**src/rtl/ad9500_pkg.sv**
```systemverilog
// Shared state encoding and default timing for the AD9500 delay-chip controller.
package ad9500_pkg;

    localparam int DELAY_W       = 8;
    localparam int LE_CYC_DEF    = 2;
    localparam int SETUP_CYC_DEF = 2;
    localparam int TRIG_CYC_DEF  = 2;
    localparam int RST_CYC_DEF   = 2;
    localparam int TMO_CYC_DEF   = 64;
    localparam int CNT_W_DEF     = 8;

    typedef enum logic [2:0] {
        ST_IDLE      = 3'd0,
        ST_LATCH     = 3'd1,
        ST_SETUP     = 3'd2,
        ST_TRIG      = 3'd3,
        ST_WAIT_Q    = 3'd4,
        ST_RST       = 3'd5,
        ST_WAIT_QLOW = 3'd6
    } state_t;

endpackage

```
**src/rtl/ad9500_sync2.sv**
```systemverilog
// Two-flop synchroniser for a single asynchronous input, synchronous active-high reset.
module ad9500_sync2 (
    input  logic clk,
    input  logic reset,
    input  logic d,
    output logic q
);

    logic meta;

    always_ff @(posedge clk) begin
        if (reset) begin
            meta <= 1'b0;
            q    <= 1'b0;
        end else begin
            meta <= d;
            q    <= meta;
        end
    end

endmodule

```
**src/rtl/ad9500_ctrl.sv**
```systemverilog
// AD9500 controller: loads the delay code, fires the trigger, times Q, resets the chip.
// Define AD9500_CTRL_MEAS_EN to keep the trigger-to-Q latency counter and LATENCY output.
//
// state        | meaning
// IDLE         | waiting for LOAD / FIRE
// LATCH        | one cycle of D setup, then LE_OUT high for LE_CYC cycles
// SETUP        | D stable for SETUP_CYC cycles before the trigger
// TRIG         | TRIG_OUT high for TRIG_CYC cycles
// WAIT_Q       | waiting for synchronised Q to rise, or timeout
// RST          | RESET_OUT high for RST_CYC cycles
// WAIT_QLOW    | waiting for synchronised Q to fall, or timeout
module ad9500_ctrl
    import ad9500_pkg::*;
#(
    parameter int LE_CYC    = LE_CYC_DEF,
    parameter int SETUP_CYC = SETUP_CYC_DEF,
    parameter int TRIG_CYC  = TRIG_CYC_DEF,
    parameter int RST_CYC   = RST_CYC_DEF,
    parameter int TMO_CYC   = TMO_CYC_DEF,
    parameter int CNT_W     = CNT_W_DEF
) (
    input  logic               CLK,
    input  logic               RESET,
    input  logic [DELAY_W-1:0] DELAY_IN,
    input  logic               LOAD,
    input  logic               FIRE,
    input  logic               Q_IN,
    output logic [DELAY_W-1:0] D_OUT,
    output logic               LE_OUT,
    output logic               TRIG_OUT,
    output logic               RESET_OUT,
    output logic               BUSY,
    output logic               DONE,
    output logic               TIMEOUT,
    output logic               REJECT,
    output logic [CNT_W-1:0]   LATENCY
);

    if (LE_CYC < 0 || LE_CYC >= 2**CNT_W ||
        SETUP_CYC < 1 || SETUP_CYC >= 2**CNT_W ||
        TRIG_CYC < 1 || TRIG_CYC >= 2**CNT_W ||
        RST_CYC < 1 || RST_CYC >= 2**CNT_W ||
        TMO_CYC <= TRIG_CYC || TMO_CYC >= 2**CNT_W) begin : g_bad_params
        $error("ad9500_ctrl: timing parameters out of range for CNT_W");
    end

    state_t           state;
    logic [CNT_W-1:0] tmr;
    logic             fire_pend;
    logic             q_s;
    logic             q_d;
    logic             q_seen;
    logic             q_rise;
    logic             q_hit;
    logic             trig_start;
    logic             timing;
    logic             wait_expired;

    ad9500_sync2 u_sync_q (
        .clk   (CLK),
        .reset (RESET),
        .d     (Q_IN),
        .q     (q_s)
    );

    assign q_rise     = q_s & ~q_d;
    assign q_hit      = (state == ST_WAIT_Q) && (q_seen || q_rise);
    assign trig_start = (state == ST_SETUP) && (tmr == '0);
    assign timing     = (state == ST_TRIG) || (state == ST_WAIT_Q);

`ifdef AD9500_CTRL_MEAS_EN
    logic [CNT_W-1:0] lat_cnt;
    logic [CNT_W-1:0] lat_hold;
    logic [CNT_W-1:0] lat_q;

    // A Q rise seen during TRIG is remembered so DONE can report it once TRIG ends.
    always_ff @(posedge CLK) begin
        if (RESET) begin
            lat_cnt  <= '0;
            lat_hold <= '0;
            lat_q    <= '0;
        end else begin
            if (trig_start)
                lat_cnt <= '0;
            else if (timing && lat_cnt != '1)
                lat_cnt <= lat_cnt + CNT_W'(1);
            if (state == ST_TRIG && q_rise && !q_seen)
                lat_hold <= lat_cnt;
            if (q_hit)
                lat_q <= q_seen ? lat_hold : lat_cnt;
        end
    end

    assign wait_expired = (lat_cnt >= CNT_W'(TMO_CYC));
    assign LATENCY      = lat_q;
`else
    logic [CNT_W-1:0] tmo_cnt;

    always_ff @(posedge CLK) begin
        if (RESET)
            tmo_cnt <= '0;
        else if (trig_start)
            tmo_cnt <= CNT_W'(TMO_CYC);
        else if (timing && tmo_cnt != '0)
            tmo_cnt <= tmo_cnt - CNT_W'(1);
    end

    assign wait_expired = (tmo_cnt == '0);
    assign LATENCY      = '0;
`endif

    always_ff @(posedge CLK) begin
        if (RESET) begin
            state     <= ST_IDLE;
            tmr       <= '0;
            fire_pend <= 1'b0;
            q_d       <= 1'b0;
            q_seen    <= 1'b0;
            D_OUT     <= '0;
            LE_OUT    <= 1'b0;
            TRIG_OUT  <= 1'b0;
            RESET_OUT <= 1'b0;
            BUSY      <= 1'b0;
            DONE      <= 1'b0;
            TIMEOUT   <= 1'b0;
            REJECT    <= 1'b0;
        end else begin
            q_d     <= q_s;
            DONE    <= 1'b0;
            TIMEOUT <= 1'b0;
            REJECT  <= 1'b0;
            if (state != ST_IDLE && (LOAD || FIRE))
                REJECT <= 1'b1;

            case (state)
                ST_IDLE: begin
                    if (LOAD) begin
                        D_OUT     <= DELAY_IN;
                        fire_pend <= FIRE;
                        tmr       <= CNT_W'(LE_CYC);
                        BUSY      <= 1'b1;
                        state     <= ST_LATCH;
                    end else if (FIRE) begin
                        BUSY <= 1'b1;
                        // Q already high: the chip is in an unknown state, clear it instead.
                        if (q_s) begin
                            REJECT    <= 1'b1;
                            RESET_OUT <= 1'b1;
                            tmr       <= CNT_W'(RST_CYC - 1);
                            state     <= ST_RST;
                        end else begin
                            tmr   <= CNT_W'(SETUP_CYC - 1);
                            state <= ST_SETUP;
                        end
                    end
                end
                ST_LATCH: begin
                    if (tmr == '0) begin
                        LE_OUT    <= 1'b0;
                        fire_pend <= 1'b0;
                        if (fire_pend) begin
                            tmr   <= CNT_W'(SETUP_CYC - 1);
                            state <= ST_SETUP;
                        end else begin
                            BUSY  <= 1'b0;
                            state <= ST_IDLE;
                        end
                    end else begin
                        LE_OUT <= 1'b1;
                        tmr    <= tmr - CNT_W'(1);
                    end
                end
                ST_SETUP: begin
                    if (tmr == '0) begin
                        TRIG_OUT <= 1'b1;
                        q_seen   <= 1'b0;
                        tmr      <= CNT_W'(TRIG_CYC - 1);
                        state    <= ST_TRIG;
                    end else begin
                        tmr <= tmr - CNT_W'(1);
                    end
                end
                ST_TRIG: begin
                    if (q_rise)
                        q_seen <= 1'b1;
                    if (tmr == '0) begin
                        TRIG_OUT <= 1'b0;
                        state    <= ST_WAIT_Q;
                    end else begin
                        tmr <= tmr - CNT_W'(1);
                    end
                end
                ST_WAIT_Q: begin
                    if (q_hit || wait_expired) begin
                        DONE      <= q_hit;
                        TIMEOUT   <= !q_hit;
                        q_seen    <= 1'b0;
                        RESET_OUT <= 1'b1;
                        tmr       <= CNT_W'(RST_CYC - 1);
                        state     <= ST_RST;
                    end
                end
                ST_RST: begin
                    if (tmr == '0) begin
                        RESET_OUT <= 1'b0;
                        tmr       <= CNT_W'(TMO_CYC - 1);
                        state     <= ST_WAIT_QLOW;
                    end else begin
                        tmr <= tmr - CNT_W'(1);
                    end
                end
                ST_WAIT_QLOW: begin
                    if (!q_s) begin
                        BUSY  <= 1'b0;
                        state <= ST_IDLE;
                    end else if (tmr == '0) begin
                        TIMEOUT <= 1'b1;
                        BUSY    <= 1'b0;
                        state   <= ST_IDLE;
                    end else begin
                        tmr <= tmr - CNT_W'(1);
                    end
                end
                default: begin
                    BUSY  <= 1'b0;
                    state <= ST_IDLE;
                end
            endcase
        end
    end

endmodule

```
**config.mk**
```make
export PLATFORM = sky130hd
export DESIGN_NAME = ad9500_ctrl
export DESIGN_NICKNAME = d
export VERILOG_FILES = /design/src/rtl/ad9500_pkg.sv /design/src/rtl/ad9500_sync2.sv /design/src/rtl/ad9500_ctrl.sv
export SDC_FILE = /design/constraint.sdc
export NUM_CORES = 1
export LEC_CHECK = 0
export CORE_ASPECT_RATIO = 0.6
export CORE_MARGIN = 2
export CORE_UTILIZATION = 53
export DETAILED_ROUTE_END_ITERATION = 7
export PLACE_DENSITY = 0.81
export SLEW_MARGIN = 20
export SYNTH_ARGS = -nofsm -noshare
export SYNTH_HDL_FRONTEND = slang
export SYNTH_SLANG_ARGS = --single-unit
```
**constraint.sdc**
```tcl
create_clock -name CLK -period 3 [get_ports CLK]
set_input_delay 0.6 -clock CLK [delete_from_list [all_inputs] [get_ports CLK]]
set_output_delay 0.6 -clock CLK [all_outputs]
set_load 0.1 [all_outputs]
```
==> results of run 1 <==
## registers in the layout (all words and copies together) (netlist names), 3 cells and up
name / cells
state: 3
tmo_cnt: 8
D_OUT: 8
tmr: 8
## worst max path at each step
stage / startpoint / end
global route: tmr[0] / tmr[3]
CTS: tmr[0] / tmr[3]
detailed placement: tmr[0] / tmr[3]
floorplan: tmr[0] / tmr[0]
finish: tmr[0] / tmr[3]
global placement: LOAD / state[2]
## logic make-up after synthesis
group	after synthesis	share of synthesized area [%]
flip-flops	39	34.88
AND/OR/NAND/NOR	114	27.89
AO/OA/AOI/OAI	74	23.87
XOR/XNOR	8	3.130
adder cells (fa/ha/maj)	3	1.565
other	1	0.1675
buffers and inverters	35	8.049
multiplexers	1	0.4472
## layout by cell type, fill, tap and decap left out, types with 3 or more instances in the layout
master | Yosys | final
nor3b_1 | 3 | 3
nor2b_1 | 9 | 9
inv_1 | 10 | 10
conb_1 | 1 | 8
nand3b_1 | 3 | 3
nand3_1 | 6 | 6
clkbuf_8 | 0 | 6
a21oi_1 | 26 | 26
dfxtp_1 | 39 | 39
nand2_1 | 23 | 23
a31oi_1 | 3 | 3
a32oi_1 | 3 | 3
xor2_1 | 6 | 6
nand2b_1 | 4 | 4
nor3_1 | 10 | 10
or3_1 | 5 | 5
buf_4 | 8 | 19
or4_1 | 3 | 3
nor2_1 | 26 | 26
clkdlybuf4s50_1 | 0 | 12
a211oi_1 | 3 | 3
o211ai_1 | 4 | 4
nor4_1 | 3 | 3
o21ai_0 | 8 | 8
## where the power goes
part	internal (mW)	switching, mW
Sequential	0.631	0.145
Combinational	0.506	1.05
Clock	0.269	0.189
Total	1.41	1.39
## routing by layer
layer	vias up	GRT usage [%]	part of all wire (%)
met5	-	0	0
li1	1020	-	-
met3	8	8.145	9.3
met1	980	32.21	49
met2	98	32.45	41
met4	0	6.667	1.1
## worst max-delay path: stages (launching register included)
cell and delay, ns:
dfxtp_1 0.43, inv_1 0.07, ha_1 0.23, or4b_1 0.42, or2_1 0.43, a21oi_1 0.11, or3b_2 0.45, a311oi_1 0.27
## per-stage QoR
stage / worst slack, ns / utilization [%]
global route: 0.3710 / 63.23
CTS: 0.5395 / 63.23
detailed placement: 0.5540 / 60.34
finish: 0.5066 / 63.23
global placement: 0.6222 / 60.34
floorplan: 0.8766 / -
## area by class of cell
cell class                      instances  area (sq um)  area share [%]
Tap cell                               60         75.07           2.913
Multi-Input combinational cell        208          1304           50.58
Clock inverter                          2         35.03           1.359
Timing Repair Buffer                   31         262.8           10.19
Inverter                               10         37.54           1.456
Sequential cell                        39         780.7           30.29
Clock buffer                            6         82.58           3.204
==> impl_table.tex, run 1 <==
\begin{tabular}{lr}
\hline
Metric & Value \\
\hline
\multicolumn{2}{l}{\textbf{Setup path}} \\
Crit Reg-Reg Startpoint & tmr[0] \\
Worst Setup End Kind & flip-flop \\
Critical path class & flip-flop to flip-flop \\
Worst-case reg-to-reg path depth & 7 \\
Crit path DAT & 2.70 ns \\
Startpoint class of the critical path & flip-flop \\
Reg-to-reg critical path endpoint & tmr[3] \\
Slack of the worst reg-to-reg path & between 0.5 and 0.6 ns \\
Maximum fanout encountered on the critical timing path & 10 \\
Required time worst endpoint & 3.21 ns \\
\multicolumn{2}{l}{\textbf{Clock tree}} \\
Master cell of the clock root buffer & clkbuf\_8 \\
CTS clock-pin slew for the worst setup and hold paths & $\sim$0.080 ns \\
Hold-fix buffers, CTS & 0 \\
Total CTS buffers & 5 \\
Clock Latency Late Sink & about 0.30 ns \\
Setup Buffers After CTS & 0 \\
Post-cts sizing count & 0 \\
Clock tree from TritonCTS & built \\
Clock Path Buffers & 2 \\
Clock net sink count & 39 \\
H-tree levels & 2 \\
\multicolumn{2}{l}{\textbf{STA}} \\
Transition time at the pin with the least slew margin & 0.6989 ns \\
Slew Limit Fails & 0 \\
Clock period minus worst slack & 2.493 ns \\
Accumulated negative setup slack & 0 ns \\
Unrepaired setup endpoints after global routing & no \\
WHS & $\sim$0.44 ns \\
Setup violations, final & 0 \\
Fmax & between 400 and 500 MHz \\
Final critical-path share of the clock period & 83.11\% \\
Slew margin rel. & 53.34\% \\
Setup Skew & between 0.005 and 0.006 ns \\
Final hold violation count & 0 \\
\multicolumn{2}{l}{\textbf{Pwr}} \\
Leakage power & between 0.9 and 1 nW \\
Tot Pwr & 2.793 mW \\
Peak supply drop & a little under 0.6 mV \\
Power density over the cells & 1084 nW/um\^{}2 \\
\multicolumn{2}{l}{\textbf{Floorplanning}} \\
Core region area & 4076 sq um \\
Boundary Pins & 36 \\
Cell Rows & 18 \\
Die area & 4776 sq um \\
Initial cell density of the core & between 50 and 60\% \\
Width of the die & 87.90 um \\
Vertical die dimension & 54.34 um \\
\multicolumn{2}{l}{\textbf{Logic synthesis}} \\
Post-synth ARST share & 0\% \\
Fraction of synthesized cell area taken by the top area cell type & 34.88\% \\
Number of enable flip-flop cells after synthesis & 0 \\
Post-Syn Area per Cell & 8.140 sq um \\
Share of the yosys chip area belonging to registers & 34.88\% \\
Most used DFF post-synth & dfxtp\_1 \\
Number of instances in the synthesized netlist & 275 \\
Most repeated cell in the gate-level netlist after synthesis & dfxtp\_1 \\
Synth cell types & 66 \\
Most used standard cells in the synthesized netlist & 39 x dfxtp\_1, 26 x a21oi\_1, 26 x nor2\_1 \\
Count of state elements after synthesis & 39 \\
Post-synth top area cell & dfxtp\_1 \\
Number of synthesis warnings & 0 \\
Largest cells by area after synthesis & dfxtp\_1 35\%, a21oi\_1 5.8\%, nor2\_1 4.4\% \\
Netlist area before placement & 2238 sq um \\
\multicolumn{2}{l}{\textbf{Worst hold path}} \\
Hold path depth & 1 \\
Class of the most critical hold timing path & flip-flop to flip-flop \\
Hold EP & u\_sync\_q.q \\
Worst hold path startpoint & u\_sync\_q.meta \\
\multicolumn{2}{l}{\textbf{GRT}} \\
Number of global-route vias before repair & 1765 \\
Antenna violations before repair & 0 \\
Residual overflow from global routing & 0 \\
Wire length of the first global-routing pass & 8280 um \\
All-layer global routing usage & 22.78\% \\
Pin count of the biggest net entering global routing & 30 \\
\multicolumn{2}{l}{\textbf{Route}} \\
Detailed Route WL & 5119 um \\
TritonRoute pass-1 iters & 5 \\
Antenna viol nets, final & 0 \\
Number of design rule violations left after detail routing & 0 \\
Drt wl/cell & approximately 14 um \\
Via count of the routed design & 2106 \\
Vias per cell & approximately 5.9 \\
Detailed Route Iter0 Violations & 201 \\
\multicolumn{2}{l}{\textbf{Layout}} \\
Count of filler cells inserted in the layout & 351 \\
Total inserted antenna cells & 0 \\
Non-filler instance count after layout & 356 \\
Ratio of cells with drive above 1 in the final layout & 14.53\% \\
Net total in the final layout & between 300 and 400 \\
P\&R area growth vs syn & 15.15\% \\
Design Area, Final & about 2600 sq um \\
\multicolumn{2}{l}{\textbf{Placement}} \\
Number of placed cells counting well taps & 348 \\
Post-DP HPWL & 3622 um \\
Routability congestion estimate & around 0.97 \\
Cell area after placement & 2460 sq um \\
IO Port Bufs & 27 \\
\multicolumn{2}{l}{\textbf{Flow run}} \\
Max-capacitance violation count & 0 \\
\multicolumn{2}{l}{\textbf{Run status}} \\
Result of the run & complete, no violations \\
\hline
\end{tabular}
Power figures use the tool's default switching activity.
==> run 2: changes to the inputs <==
==> constraint.sdc (replaced) <==
create_clock -name CLK -period 2.4 [get_ports CLK]
set_input_delay 0.48 -clock CLK [delete_from_list [all_inputs] [get_ports CLK]]
set_output_delay 0.48 -clock CLK [all_outputs]
set_load 0.1 [all_outputs]
==> run 2 against run 1 <==
Net effect:
- global-route usage up 1.4 points
- non-clock buffer count grew 7
- power rose by 30%
- largest power group unchanged
- via count is 0.33% lower
- largest cell class unchanged
- count of clock-buffer cells in the layout unchanged
- hold slack got worse by 0.0024 ns
- utilization rose by 1.7 points
==> impl_table.tex, run 2 (synthesis results as in run 1) <==
\begin{tabular}{lr}
\hline
Metric & Value \\
\hline
\multicolumn{2}{l}{\textbf{Run status}} \\
Result of the run & complete, no violations \\
\multicolumn{2}{l}{\textbf{Pwr}} \\
Leakage power & between 0.9 and 1 nW \\
Reg power frac & 25.1\% \\
Peak supply drop & 0.7149 mV \\
Tot Pwr & 3.643 mW \\
Share of total power in combinational logic & 59.0\% \\
Clock power share & roughly 16\% \\
Net switching share of the total power & between 40 and 50\% \\
Net switching power & 1.789 mW \\
Int Power & 1.854 mW \\
Power density over the cells & 1375 nW/um\^{}2 \\
\multicolumn{2}{l}{\textbf{Clock tree}} \\
CTS clock-pin slew for the worst setup and hold paths & 0.08 ns \\
Clock tree from TritonCTS & built \\
Master cell of the clock root buffer & clkbuf\_8 \\
H-tree levels & 2 \\
Clock Path Buffers & 2 \\
Clock Latency Late Sink & roughly 0.30 ns \\
Clock net sink count & 39 \\
Total CTS buffers & 5 \\
\multicolumn{2}{l}{\textbf{Layout}} \\
Post-Route Utilization & 64.98\% \\
Biggest registers after layout & D\_OUT: 8 flops, tmo\_cnt: 8 flops, tmr: 8 flops \\
Non-filler instance count after layout & 363 \\
Area of combinational cells with multiple inputs & between 1000 and 1500 sq um \\
Ratio of cells with drive above 1 in the final layout & 16.83\% \\
Footprint of the flip-flops and latches & between 700 and 800 sq um \\
Commonest cells after routing, fill and taps aside & 39 x dfxtp\_1, 26 x a21oi\_1, 26 x nor2\_1, 26 x buf\_4, 23 x nand2\_1 \\
Leading cell type in the layout, fill and taps excluded & dfxtp\_1 \\
Net total in the final layout & 317 \\
Design Area, Final & 2649 sq um \\
P\&R area growth vs syn & 18.33\% \\
Total inserted antenna cells & 0 \\
Count of filler cells inserted in the layout & 344 \\
\multicolumn{2}{l}{\textbf{Route}} \\
TritonRoute pass-1 iters & 5 \\
Antenna viol nets, final & 0 \\
Detailed Route WL & 5395 um \\
Via count of the routed design & between 2000 and 2500 \\
Detailed Route Iter0 Violations & approximately 130 \\
Drt wl/cell & $\sim$15 um \\
Number of design rule violations left after detail routing & 0 \\
Vias per cell & 5.782 \\
\multicolumn{2}{l}{\textbf{STA}} \\
Transition time at the pin with the least slew margin & 0.6314 ns \\
Setup violations, final & 0 \\
Worst setup margin & 0.1452 ns \\
Accumulated negative setup slack & 0 ns \\
Slew Limit Fails & 0 \\
WHS & 0.4420 ns \\
Fmax & 443.5 MHz \\
Final hold violation count & 0 \\
Clock period minus worst slack & 2.255 ns \\
Slew margin rel. & 57.58\% \\
Final critical-path share of the clock period & a little over nine tenths \\
Setup Skew & 0.007596 ns \\
Unrepaired setup endpoints after global routing & no \\
\multicolumn{2}{l}{\textbf{GRT}} \\
GR Util met1 & 35.60\% \\
Most congested layer reported by global routing & met1 \\
Met3 layer usage reported by global route & between 7 and 8\% \\
Grt met2 use & 33.46\% \\
Antenna violations before repair & 0 \\
Pin count of the biggest net entering global routing & 30 \\
All-layer global routing usage & between 20\% and 30\% \\
Residual overflow from global routing & 0 \\
Wire length of the first global-routing pass & 8728 um \\
Number of global-route vias before repair & around 1800 \\
\multicolumn{2}{l}{\textbf{Worst hold path}} \\
Class of the most critical hold timing path & flip-flop to flip-flop \\
Hold path depth & 1 \\
\multicolumn{2}{l}{\textbf{Placement}} \\
Number of placed cells counting well taps & roughly 360 \\
Post-DP HPWL & 3780 um \\
IO Port Bufs & 27 \\
Routability congestion estimate & just under 0.9 \\
Place WS & 0.1821 ns \\
Cell area after placement & 2512 sq um \\
\multicolumn{2}{l}{\textbf{Floorplanning}} \\
Width of the die & 87.90 um \\
Cell Rows & 18 \\
Vertical die dimension & 54.34 um \\
Core region area & a little over 4000 sq um \\
Boundary Pins & 36 \\
Initial cell density of the core & 54.91\% \\
Die area & around 4800 sq um \\
\multicolumn{2}{l}{\textbf{Setup path}} \\
Required time worst endpoint & 2.63 ns \\
Crit path DAT & about 2.5 ns \\
Startpoint class of the critical path & flip-flop \\
Critical path class & flip-flop to flip-flop \\
Maximum fanout encountered on the critical timing path & 9 \\
Worst Setup End Kind & flip-flop \\
Worst-case reg-to-reg path depth & 8 \\
\multicolumn{2}{l}{\textbf{Flow run}} \\
Max-capacitance violation count & 0 \\
\hline
\end{tabular}
==> run 2: per-layer routing <==
layer  up-vias  wire length [um]
met2       107              2211
met5         -                 0
li1       1030                 -
met1       954              2594
met4         0                45
met3         8               543
==> run 2: power by group through the flow <==
stage | clock network, mW | logic, mW | registers, mW
final | 0.577 | 2.15 | 0.915
after global routing | 0.604 | 2.33 | 0.933
after CTS | 0.579 | 2.08 | 0.911
after detailed placement | 0 | 2.07 | 0.922
after global placement | 0 | 2.04 | 0.920
after floorplan | 0 | 1.34 | 1.27
==> run 2: repair_timing <==
action                                  4_1_cts  5_1_grt
buffers inserted                              0        0
resized for setup                             0        2
endpoints found under the setup margin        0        2
hold buffers                                  0        0
==> run 2: worst max-delay path, stage by stage (launching register included) <==
cell	delay, ns
dfxtp_1	0.33
inv_1	0.06
ha_1	0.19
or4b_1	0.49
buf_4	0.20
nor2_8	0.18
o21ai_2	0.10
or4_1	0.51
a21oi_1	0.13
==> run 2: final timing paths <==
| path | from | endpoint | slack, ns |
|---|---|---|---|
| worst max-delay path | tmr[1] | state[0] | 0.15 |
| worst min-delay path | u_sync_q.meta | u_sync_q.q | 0.44 |
| worst min register to register | u_sync_q.meta | u_sync_q.q | 0.44 |
| worst max register to register | tmr[1] | state[0] | 0.15 |
==> run 2: area by class of cell <==
type	instances	area share, %
multi-input combinational	208	49.93
clock inverter	2	1.323
clock buffer	6	3.118
tap	60	2.834
inverter	10	1.417
sequential	39	29.48
timing repair buffer	38	11.90
==> run 3: changes to the inputs <==
--- a/config.mk
+++ b/config.mk
@@ -6,7 +6,7 @@
 export NUM_CORES = 1
 export LEC_CHECK = 0
 export CORE_ASPECT_RATIO = 0.6
-export CORE_MARGIN = 2
+export CORE_MARGIN = 4
 export CORE_UTILIZATION = 53
 export DETAILED_ROUTE_END_ITERATION = 7
 export PLACE_DENSITY = 0.81
==> run 3 against run 2 <==
Net effect:
- count of clock-buffer cells in the layout is 1 lower
- wire length is 4.7% higher
- final cell count is 0.55% lower
- critical path depth stayed put
- clock power is 3% lower
- sequential share of layout area hardly changed
- combinational power hardly changed
- utilization is 3.5 points higher
- first-iteration DRC count is 50% higher
- critical path type unchanged
- largest cell class unchanged
- largest power group unchanged
==> impl_table.tex, run 3 (synthesis results as in run 1) <==
\begin{tabular}{lr}
\hline
Metric & Value \\
\hline
\multicolumn{2}{l}{\textbf{STA}} \\
Final critical-path share of the clock period & a little over nine tenths \\
Clock period minus worst slack & 2.253 ns \\
Final hold violation count & 0 \\
Setup violations, final & 0 \\
Setup Skew & $\sim$0.0032 ns \\
Slew margin rel. & 66.81\% \\
Unrepaired setup endpoints after global routing & no \\
Fmax & roughly 440 MHz \\
Worst setup margin & 0.1474 ns \\
Accumulated negative setup slack & 0 ns \\
Transition time at the pin with the least slew margin & 0.4854 ns \\
Slew Limit Fails & 0 \\
\multicolumn{2}{l}{\textbf{Setup path}} \\
Required time worst endpoint & 2.63 ns \\
Worst Setup End Kind & flip-flop \\
Slack of the worst reg-to-reg path & between 0.1 and 0.15 ns \\
Startpoint class of the critical path & flip-flop \\
Crit Reg-Reg Startpoint & tmr[1] \\
Crit path DAT & 2.48 ns \\
Critical path class & flip-flop to flip-flop \\
Reg-to-reg critical path endpoint & state[0] \\
Maximum fanout encountered on the critical timing path & 9 \\
Worst-case reg-to-reg path depth & 8 \\
\multicolumn{2}{l}{\textbf{Clock tree}} \\
Setup Buffers After CTS & 0 \\
Clock net sink count & 39 \\
Clock Latency Late Sink & 0.30 ns \\
Post-cts sizing count & 0 \\
Clock Path Buffers & 2 \\
CTS clock-pin slew for the worst setup and hold paths & 0.08 ns \\
Hold-fix buffers, CTS & 0 \\
H-tree levels & 2 \\
Master cell of the clock root buffer & clkbuf\_8 \\
Total CTS buffers & 5 \\
Clock tree from TritonCTS & built \\
\multicolumn{2}{l}{\textbf{Worst hold path}} \\
Hold EP & D\_OUT[4] \\
Hold path depth & 2 \\
Worst hold path startpoint & D\_OUT[4] \\
Class of the most critical hold timing path & flip-flop to flip-flop \\
\multicolumn{2}{l}{\textbf{Placement}} \\
Number of placed cells counting well taps & around 350 \\
Post-DP HPWL & $\sim$4000 um \\
IO Port Bufs & 27 \\
Place WS & 0.1662 ns \\
Routability congestion estimate & between 0.8 and 0.9 \\
\multicolumn{2}{l}{\textbf{Floorplanning}} \\
Core region area & slightly below 4000 sq um \\
Boundary Pins & 36 \\
Initial cell density of the core & 57.82\% \\
Width of the die & a little over 90 um \\
Die area & 5361 sq um \\
Cell Rows & 17 \\
Vertical die dimension & slightly below 60 um \\
\multicolumn{2}{l}{\textbf{Pwr}} \\
Clock power share & around 15\% \\
Net switching share of the total power & 49.68\% \\
Tot Pwr & 3.666 mW \\
Peak supply drop & 0.7771 mV \\
Net switching power & approximately 1.8 mW \\
Int Power & 1.845 mW \\
Power density over the cells & 1383 nW/um\^{}2 \\
Share of total power in combinational logic & 59.4\% \\
Leakage power & 0.9870 nW \\
Reg power frac & 25.3\% \\
\multicolumn{2}{l}{\textbf{Layout}} \\
Leading cell type in the layout, fill and taps excluded & dfxtp\_1 \\
Net total in the final layout & $\sim$320 \\
Ratio of cells with drive above 1 in the final layout & approximately 17\% \\
Count of filler cells inserted in the layout & 328 \\
Total inserted antenna cells & 0 \\
Biggest registers after layout & D\_OUT: 8 flops, tmo\_cnt: 8 flops, tmr: 8 flops \\
Commonest cells after routing, fill and taps aside & 39 x dfxtp\_1, 27 x buf\_4, 26 x a21oi\_1, 26 x nor2\_1, 23 x nand2\_1 \\
Non-filler instance count after layout & $\sim$360 \\
P\&R area growth vs syn & 18.39\% \\
\multicolumn{2}{l}{\textbf{GRT}} \\
Number of global-route vias before repair & 1857 \\
All-layer global routing usage & about a fifth \\
Wire length of the first global-routing pass & 9087 um \\
Residual overflow from global routing & 0 \\
Antenna violations before repair & 0 \\
Pin count of the biggest net entering global routing & 30 \\
\multicolumn{2}{l}{\textbf{Route}} \\
Number of design rule violations left after detail routing & 0 \\
Drt wl/cell & 15.65 um \\
TritonRoute pass-1 iters & 4 \\
Detailed Route Iter0 Violations & roughly 190 \\
Via count of the routed design & 2126 \\
Detailed Route WL & between 5000 and 6000 um \\
Antenna viol nets, final & 0 \\
Vias per cell & roughly 5.9 \\
\multicolumn{2}{l}{\textbf{Run status}} \\
Result of the run & complete, no violations \\
\multicolumn{2}{l}{\textbf{Flow run}} \\
Max-capacitance violation count & 0 \\
\hline
\end{tabular}
run 3: cell types whose count changed in the layout (fill, tap and decap cells not counted):
cell | before | now
ha_1 | 2 | 1
buf_4 | 26 | 27
clkinv_4 | 0 | 1
clkbuf_8 | 6 | 5
ha_2 | 0 | 1
run 3: worst max path at each step:
stage,slack [ns],cells after the start,start,end
5_1_grt,0.02,8,tmr[1],state[0]
3_5_place_dp,0.17,8,tmr[1],state[0]
6_report,0.15,8,tmr[1],state[0]
3_3_place_gp,0.23,8,tmr[1],state[0]
4_1_cts,0.12,8,tmr[1],state[0]
2_1_floorplan,0.28,9,tmr[0],tmr[0]
run 3: per-stage QoR:
step	hold WS, ns	area, sq um	utilization (%)
detailed placement	0.4391	2516	65.00
floorplan	0.4138	2265	-
CTS	0.4579	2629	67.91
global placement	0.4295	2516	65.00
global route	0.4818	2650	68.46
finish	0.4571	2650	68.46
run 3: power groups by stage:
stage	combinational (mW)	sequential (mW)	clock, mW
6_report	2.18	0.928	0.560
5_1_grt	2.33	0.950	0.599
4_1_cts	2.10	0.920	0.571
3_5_place_dp	2.09	0.933	0
3_3_place_gp	2.06	0.928	0
2_1_floorplan	1.34	1.27	0
run 3: worst max-delay path: stages (launching register included):
cell     delay (ns)
dfxtp_1        0.34
inv_1          0.07
ha_2           0.20
or4b_1         0.45
buf_4          0.19
nor2_8         0.17
o21ai_2        0.12
or4_1          0.51
a21oi_1        0.14
run 3: per-layer routing:
layer | routed length, um | share of wire [%] | vias to the layer above | global-route usage, %
li1 | - | - | 1036 | -
met1 | 2708 | 48 | 983 | 31.48
met2 | 2187 | 39 | 103 | 28.63
met3 | 721 | 13 | 4 | 9.068
met4 | 31 | 0.55 | 0 | 3.171
met5 | 0 | 0 | - | 0
run 3: layout make-up:
cell class	instances	area, sq um	area share, %
clock inverters	3	43.79	1.653
well taps	57	71.32	2.691
multi-input cells	208	1325	50.00
flip-flops and latches	39	780.7	29.46
repair buffers	39	322.8	12.18
inverters	10	37.54	1.416
clock buffers	5	68.82	2.597
